`src/rtl/deser_align.sv`:
```
// deser_align
// -----------------------------------------------------------------------------
// Single-clock 1:N deserializer with word-boundary alignment. One serial bit is
// sampled per enabled clock and DATA_WIDTH-bit words are assembled with the
// first-received bit in the MSB. Each completed word is presented on DOUT with
// a one-cycle DVALID strobe.
//
// Word boundary alignment:
//   - Default build: manual. Every enabled cycle with BITSLIP=1 moves the word
//     boundary one bit later.
//   - With DESER_AUTO_ALIGN_EN defined: a SEARCH/VERIFY/LOCKED state machine
//     hunts for the COMMA pattern at any bit position. BITSLIP is ignored in
//     this build.
//
// Parameters:
//   DATA_WIDTH  word width, 2..8
//   COMMA       alignment pattern, only the low DATA_WIDTH bits are used
//   LOCK_COUNT  on-boundary comma words needed to declare lock, 1..15
//   TIMEOUT     consecutive non-comma words that drop lock, 1..65535
//
// Ports:
//   CLK       sole clock, rising edge
//   RST       asynchronous active-high reset
//   DIN       serial data bit, sampled when CE=1
//   CE        bit enable; CE=0 freezes all state, DVALID reads 0
//   BITSLIP   manual slip request (level, one slip per CE=1 cycle)
//   DOUT      last assembled word, held between strobes
//   DVALID    one-cycle strobe marking a DOUT update
//   IS_COMMA  DOUT equals COMMA, only asserted together with DVALID
//   LOCKED    alignment state machine is in LOCKED
//   SLIP_CNT  accepted manual slips modulo DATA_WIDTH
// -----------------------------------------------------------------------------
module deser_align #(
  parameter int         DATA_WIDTH = 8,
  parameter logic [7:0] COMMA      = 8'hBC,
  parameter int         LOCK_COUNT = 4,
  parameter int         TIMEOUT    = 64
) (
  input  logic                  CLK,
  input  logic                  RST,
  input  logic                  DIN,
  input  logic                  CE,
  input  logic                  BITSLIP,
  output logic [DATA_WIDTH-1:0] DOUT,
  output logic                  DVALID,
  output logic                  IS_COMMA,
  output logic                  LOCKED,
  output logic [2:0]            SLIP_CNT
);

  localparam logic [DATA_WIDTH-1:0] COMMA_W    = COMMA[DATA_WIDTH-1:0];
  localparam logic [2:0]            LAST_PHASE = 3'(DATA_WIDTH - 1);

  logic [DATA_WIDTH-2:0] sr_q, sr_d;
  logic [2:0]            phase_q, phase_d;
  logic [DATA_WIDTH-1:0] dout_q, dout_d;
  logic                  dvalid_q, dvalid_d;
  logic                  is_comma_q, is_comma_d;

  // The candidate word always includes the bit arriving this cycle, so a word
  // completes on the same edge that samples its last bit.
  logic [DATA_WIDTH-1:0] w;
  logic                  w_is_comma;
  logic                  at_last;

  assign w          = {sr_q, DIN};
  assign w_is_comma = (w == COMMA_W);
  assign at_last    = (phase_q == LAST_PHASE);

`ifdef DESER_AUTO_ALIGN_EN

  typedef enum logic [1:0] {
    ST_SEARCH,
    ST_VERIFY,
    ST_LOCKED
  } state_t;

  localparam logic [3:0]  LOCK_CNT_W = 4'(LOCK_COUNT);
  localparam logic [15:0] TIMEOUT_W  = 16'(TIMEOUT);

  state_t      state_q, state_d;
  logic [3:0]  hit_q, hit_d;
  logic [15:0] miss_q, miss_d;
  logic        search_hit;
  logic        locked_o;

  // Manual slipping does not exist in this build.
  logic unused_bitslip;
  assign unused_bitslip = BITSLIP;
  assign SLIP_CNT       = 3'd0;

  // In SEARCH a comma at any bit position realigns the word boundary to it.
  assign search_hit = CE && (state_q == ST_SEARCH) && w_is_comma;

  // Datapath: a search hit forces an early emission and restarts the phase.
  always_comb begin
    sr_d       = sr_q;
    phase_d    = phase_q;
    dout_d     = dout_q;
    dvalid_d   = 1'b0;
    is_comma_d = 1'b0;
    if (CE) begin
      sr_d = w[DATA_WIDTH-2:0];
      if (search_hit || at_last) begin
        dout_d     = w;
        dvalid_d   = 1'b1;
        is_comma_d = w_is_comma;
        phase_d    = 3'd0;
      end else begin
        phase_d = phase_q + 3'd1;
      end
    end
  end

  // State register.
  always_ff @(posedge CLK or posedge RST) begin
    if (RST) begin
      state_q <= ST_SEARCH;
      hit_q   <= 4'd0;
      miss_q  <= 16'd0;
    end else begin
      state_q <= state_d;
      hit_q   <= hit_d;
      miss_q  <= miss_d;
    end
  end

  // Next-state logic. Outside SEARCH only on-boundary words count: a comma
  // word is a hit and clears the miss run, any other word extends the run.
  always_comb begin
    state_d = state_q;
    hit_d   = hit_q;
    miss_d  = miss_q;
    case (state_q)
      ST_SEARCH: begin
        if (search_hit) begin
          hit_d   = 4'd1;
          miss_d  = 16'd0;
          state_d = (LOCK_COUNT == 1) ? ST_LOCKED : ST_VERIFY;
        end
      end
      ST_VERIFY, ST_LOCKED: begin
        if (CE && at_last) begin
          if (w_is_comma) begin
            miss_d = 16'd0;
            if (state_q == ST_VERIFY) begin
              hit_d = hit_q + 4'd1;
              if (hit_q + 4'd1 == LOCK_CNT_W) begin
                state_d = ST_LOCKED;
              end
            end
          end else if (miss_q + 16'd1 == TIMEOUT_W) begin
            state_d = ST_SEARCH;
            hit_d   = 4'd0;
            miss_d  = 16'd0;
          end else begin
            miss_d = miss_q + 16'd1;
          end
        end
      end
      default: begin
        state_d = ST_SEARCH;
        hit_d   = 4'd0;
        miss_d  = 16'd0;
      end
    endcase
  end

  // Output logic.
  always_comb begin
    locked_o = (state_q == ST_LOCKED);
  end

  assign LOCKED = locked_o;

`else

  logic [2:0] slip_q, slip_d;

  // Datapath with manual slip. A slip keeps shifting but holds the phase, so
  // the word window drops its oldest bit; at the last phase this defers the
  // emission by one bit.
  always_comb begin
    sr_d       = sr_q;
    phase_d    = phase_q;
    dout_d     = dout_q;
    dvalid_d   = 1'b0;
    is_comma_d = 1'b0;
    slip_d     = slip_q;
    if (CE) begin
      sr_d = w[DATA_WIDTH-2:0];
      if (BITSLIP) begin
        slip_d = (slip_q == LAST_PHASE) ? 3'd0 : slip_q + 3'd1;
      end else if (at_last) begin
        dout_d     = w;
        dvalid_d   = 1'b1;
        is_comma_d = w_is_comma;
        phase_d    = 3'd0;
      end else begin
        phase_d = phase_q + 3'd1;
      end
    end
  end

  always_ff @(posedge CLK or posedge RST) begin
    if (RST) begin
      slip_q <= 3'd0;
    end else begin
      slip_q <= slip_d;
    end
  end

  assign SLIP_CNT = slip_q;
  assign LOCKED   = 1'b0;

`endif

  // Shared word-assembly registers.
  always_ff @(posedge CLK or posedge RST) begin
    if (RST) begin
      sr_q       <= '0;
      phase_q    <= 3'd0;
      dout_q     <= '0;
      dvalid_q   <= 1'b0;
      is_comma_q <= 1'b0;
    end else begin
      sr_q       <= sr_d;
      phase_q    <= phase_d;
      dout_q     <= dout_d;
      dvalid_q   <= dvalid_d;
      is_comma_q <= is_comma_d;
    end
  end

  assign DOUT     = dout_q;
  assign DVALID   = dvalid_q;
  assign IS_COMMA = is_comma_q;

endmodule

```
`config.mk`:
```
export PLATFORM = sky130hd
export DESIGN_NAME = deser_align
export DESIGN_NICKNAME = d
export VERILOG_FILES = /design/src/rtl/deser_align.sv
export SDC_FILE = /design/constraint.sdc
export NUM_CORES = 1
export LEC_CHECK = 0
export ABC_AREA = 1
export BUFFER_PORTS_ARGS = -buffer_cell sky130_fd_sc_hd__buf_2
export CORE_MARGIN = 5
export CORE_UTILIZATION = 55
export DETAILED_ROUTE_END_ITERATION = 6
export PLACE_DENSITY = 0.79
export SETUP_SLACK_MARGIN = 0.3
export SYNTH_ARGS = -nofsm -noshare
export SYNTH_HDL_FRONTEND = slang
export SYNTH_SLANG_ARGS = --single-unit
```
`constraint.sdc`:
```
create_clock -name CLK -period 3 [get_ports CLK]
set_clock_uncertainty 0.15 [all_clocks]
set_input_delay 0.3 -clock CLK [delete_from_list [all_inputs] [get_ports CLK]]
set_output_delay 0.3 -clock CLK [all_outputs]
set_load 0.01 [all_outputs]
```
=== Word level (Yosys, flattened, before mapping) ===
Index checks and enable logic that the tools add are counted.

* Register bits after elaboration: 23
* Input port bits: 5
* Output and inout port bits: 14
* Word-level logic and storage cells: 23

* Add/subtract/negate cells: 2
* Eq/ne operators: 3
* Mux-type cells: 8
* Bitwise logic cells: 1
* Reduce and logical (&&, ||, !) cells: 3

{| class="wikitable"
|+ Operator list
! operator !! count
|-
| $eq A8 B8 Y1 const B || 1
|-
| $add A3 B1 Y3 const B || 2
|-
| $eq A3 B3 Y1 const B || 2
|-
| $mux W1 || 6
|-
| $mux W3 || 2
|-
| $reduce_and A2 Y1 || 2
|-
| $reduce_and A3 Y1 || 1
|-
| $not A1 Y1 || 1
|}

=== Logic depth before layout (Yosys ltp) ===
* Depth in word-level cells: 4
* Mapped depth: 6
* Gate-level depth less buffers: 6

=== Worst setup path before layout ===
Ideal clock, no wire load.

* Path kind: reg-to-reg
* Start point: reg phase_q[0]
* End point: reg dout_q[2] (netlist: DOUT[2])
* Setup time: 117 ps
* Data arrival time: 1099 ps
* Required time: 2733 ps
* Slack: 1634 ps
* Cell stages (with the launch flop): 7
* Buffers on the path: 0
* Period minus slack after synthesis: 1366 ps
* Path through: dfrtp_1 > ha_1 > ha_1 > inv_1 > nor2_8 > nand2_1 > nand2_1

* Longest elaborated chain between the ends: 2

{| class="wikitable"
|+ RTL lines
! item !! line !! RTL
|-
| start, declared || 55 || <nowiki>logic [2:0] phase_q, phase_d;</nowiki>
|-
| start signal, assigned || 228 || <nowiki>phase_q <= phase_d;</nowiki>
|-
| $eq A3 B3 Y1 || 68 || <nowiki>assign at_last = (phase_q == LAST_PHASE);</nowiki>
|-
| $reduce_and A3 Y1 (no line) || n/a ||
|-
| end signal, assigned || 229 || <nowiki>dout_q <= dout_d;</nowiki>
|-
| end, declared || 56 || <nowiki>logic [DATA_WIDTH-1:0] dout_q, dout_d;</nowiki>
|}

No other way between the ends.
A chain may end at the register's enable or synchronous reset.

=== Worst setup path in the final report ===
* Start point: reg phase_q[0]
* End point: reg phase_q[1]

* Longest elaborated chain between the ends: 2
* Elaborated cells on any way between the ends: 3
* Those cells by class: add/sub (1); eq/ne (1); mux (1)

{| class="wikitable"
|+ RTL lines
! item !! line !! RTL
|-
| $add A3 B1 Y3 / $eq A3 B3 Y1 (equally long branches) || 200, 68 ||
|-
| $mux W3 (*) || 194 || <nowiki>end else if (at_last) begin</nowiki>
|}

Mark *: on every way between the ends. The rest lies on a longest branch, timed or not.

==> run summary <==
The flow ran to the end, but the final reports show violations. The checks that failed: negative hold slack. The final number of hold-violating endpoints came out at 23. The DRC violation count after routing is 0. The area share of the largest cell type after synthesis is 56.3%.

The die is 53.1 um wide. Detailed routing placed a total of 855 um of wire on met2. The final instance count without filler cells came out at 155. The number of warnings issued by yosys is 0. The number of global-route vias before repair is 723. The worst setup path is captured at a flop.

The total of cells resized after clock tree synthesis is 0. The half-perimeter wire length of the detailed placement result is 1.33 mm. The primary flip-flop cell chosen by synthesis mapping is dfrtp_1. Dividing total power by cell area gives a power density of 727 nW/um^2. The worst slew margin relative to its limit came out at 43.6%. Across the VDD grid, the largest voltage drop is 0.454 mV. Averaged over all synthesized cells, the footprint is 9.21 um^2.

The floorplan die area came out at 2820 um^2. The initial cell density of the core came out at 58.6%. In this run, placement finished with an instance count of 151.

Sequential elements use 56.3% of the synthesized area. The final layout net count is 140. The clock period minus final worst setup slack came out at 1.50 ns. The number of primary I/O pins is 19. The remaining antenna violation count after routing came out at 0. The synthesized netlist occupies a cell area of 1020 um^2.

The detail-routed via count per cell came out at 4.77. The number of setup buffers added after CTS came out at 0. TritonCTS built the clock tree.

The count of fill cells added during filler insertion came out at 160. The depth of the worst register-to-register path came out at 5. The register-to-register setup slack came out at 1.50 ns. The layout cell share with drive strength beyond 1 is 23.1%. The area overhead of the layout relative to synthesis is 12.2%. The final core utilization came out at 65.7%.

The DRC marker count from the first detailed-route iteration is 27. The number of antenna violations at the first check in global routing is 0. The count of maximum capacitance violations came out at 0. The length of the first detailed-routing pass in iterations is 4. CTS placed an instance of clkbuf_4 at the clock tree root.

The area of the placeable core is 1750 um^2. The setup violation total in the final timing report came out at 0. In the post-synthesis netlist, the biggest area contributors are dfrtp_1 (56%), nand2_1 (19%), ha_1 (4.9%). Yosys instantiated no cell more often than nand2_1. CTS built an H-tree with a depth of 1. The endpoint identified for the worst register-to-register timing path is phase_q[1]$_DFFE_PP0P_. After synthesis the netlist holds a flip-flop and latch count of 23.

The multi-input gate area in the final layout is 384 um^2. The measured slew at the worst slew-check pin came out at 0.845 ns. The top achievable clock speed is 668 MHz. The number of instances in the synthesized netlist came out at 111. The highest signal layer in the routed design is met4. The total routing resource utilization after global routing came out at 15.6%.

Power comes to 834 uW. The maximum fanout encountered on the critical timing path came out at 3. The type of the most critical hold path is in2async. The number of synthesized flops with an enable pin came out at 0. The worst setup path is launched from a flop. The number of antenna repair diodes came out at 0. The net count after synthesis came out at 120. Counting instances in the post-synthesis netlist gives the leading cell types as nand2_1 (51), dfrtp_1 (23), inv_1 (8). After floorplanning, the core was divided into 15 placement rows.

The clock transition at the registers of the reported paths came out at 0.12 ns. The final critical path takes up 49.9% of the cycle. The data arrival time at the worst-slack endpoint is 1.59 ns.

The final total negative setup slack is 0 ns. Setup repair after global routing left no endpoint under its margin. The detailed router put a total of 757 um of wire on met1. The synthesized netlist contains 18 unique library cells. The clock network latency to the later pin of the worst-skew pair is 0.32 ns.

The count of buffers added on input and output ports is 17. Global routing finished with a remaining overflow of 0. The number of buffers on the longest clock path came out at 2. The startpoint identified for the worst register-to-register timing path is phase_q[0]$_DFFE_PP0P_. The register area came out at 576 um^2. Entering global routing, the biggest net connects 24 pins. In the detailed route, the total length drawn on met3 is 92 um. The number of buffers inserted by hold repair at cts came out at 0.

The total vias in the final route is 740. The static leakage came out at 0.685 nW. The number of max-slew violations in the final report is 0. The cell taking the most area after synthesis is dfrtp_1. The async set-reset flop share out of synthesis came out at 100%. The final layout contains routed wiring with a total length of 1.75 mm. The routability congestion estimate is 0.756. The worst-case hold slack is -0.0170 ns. The number of buffers created by CTS is 3. The global-route wire length before repair came out at 3.09 mm. The worst endpoint required time came out at 3.09 ns.

In this run the vertical extent of the chip is 53.1 um. The CTS sink count came out at 23. The worst setup path is of the reg2reg kind. Dividing the detail-routed wire length by the instance count gives 11.3 um.
==> placed cells by master (no fill, tap or decap) <==
cell type	count
clkbuf_4	3
nor2_2	1
nand2_1	51
nand2_2	2
o21ai_0	7
inv_2	1
buf_2	17
nor2_8	2
ha_1	4
inv_4	1
clkinv_2	1
inv_1	8
nand3_1	2
nand2_4	2
dfrtp_1	23
clkinv_1	1
nor2_1	2
conb_1	1
o21ai_1	1
==> how the worst max path moves through the flow <==
stage                     cells after the start                endpoint  slack [ns]              startpoint
after floorplan                               6     DOUT[2]$_DFFE_PP0P_        1.63  phase_q[0]$_DFFE_PP0P_
after global placement                        6     DOUT[3]$_DFFE_PP0P_        1.59  phase_q[0]$_DFFE_PP0P_
after detailed placement                      5  phase_q[1]$_DFFE_PP0P_        1.50  phase_q[0]$_DFFE_PP0P_
after CTS                                     5  phase_q[1]$_DFFE_PP0P_        1.48  phase_q[0]$_DFFE_PP0P_
after global routing                          5  phase_q[1]$_DFFE_PP0P_        1.41  phase_q[0]$_DFFE_PP0P_
final                                         5  phase_q[1]$_DFFE_PP0P_        1.50  phase_q[0]$_DFFE_PP0P_
==> metal layers <==
layer | vias to the layer above | GRT usage, %
met5 | - | 0
li1 | 373 | -
met3 | 5 | 2.82
met1 | 341 | 18.5
met2 | 21 | 25.6
met4 | 0 | 10.2
==> registers in the layout (all words and copies together), names as in the netlist <==
signal and count:
DOUT 8, DVALID 1, IS_COMMA 1, SLIP_CNT 3
phase_q 3, sr_q 7
==> stage by stage <==
| step | setup WS [ns] | instance area (um^2) |
|---|---|---|
| floorplan | 1.63 | 1020 |
| global placement | 1.59 | 1120 |
| detailed placement | 1.50 | 1120 |
| CTS | 1.48 | 1150 |
| global route | 1.41 | 1150 |
| finish | 1.50 | 1150 |
==> area by class of cell <==
type / instances / area share, %
clock buffers: 3 / 1.96
multi-input cells: 75 / 33.5
inverters: 11 / 3.82
clock inverters: 1 / 0.436
repair buffers: 17 / 7.42
flip-flops and latches: 23 / 50.2
well taps: 25 / 2.73
==> worst max-delay path, cell delays in order, from the launching register on <==
cell	delay [ns]
dfrtp_1	0.40
ha_1	0.21
ha_1	0.22
inv_1	0.20
nand2_1	0.09
o21ai_0	0.16
==> kinds of logic (layout without fill, tap and decap cells) <==
group / after synthesis / count (layout) / synth area share, %
flip-flops: 23 / 23 / 56.3
adder cells (fa/ha/maj): 4 / 4 / 4.90
AND/OR/NAND/NOR: 62 / 62 / 28.4
buffers and inverters: 13 / 32 / 6.12
AO/OA/AOI/OAI: 8 / 8 / 3.92
other: 1 / 1 / 0.367
==> report_power, final <==
part           switching, mW  internal, mW  leakage [nW]
Sequential            0.0523         0.394         0.300
Clock                 0.0924        0.0500        0.0177
Combinational          0.144         0.102         0.367
Note: power is estimated with default switching activity, not from simulation.
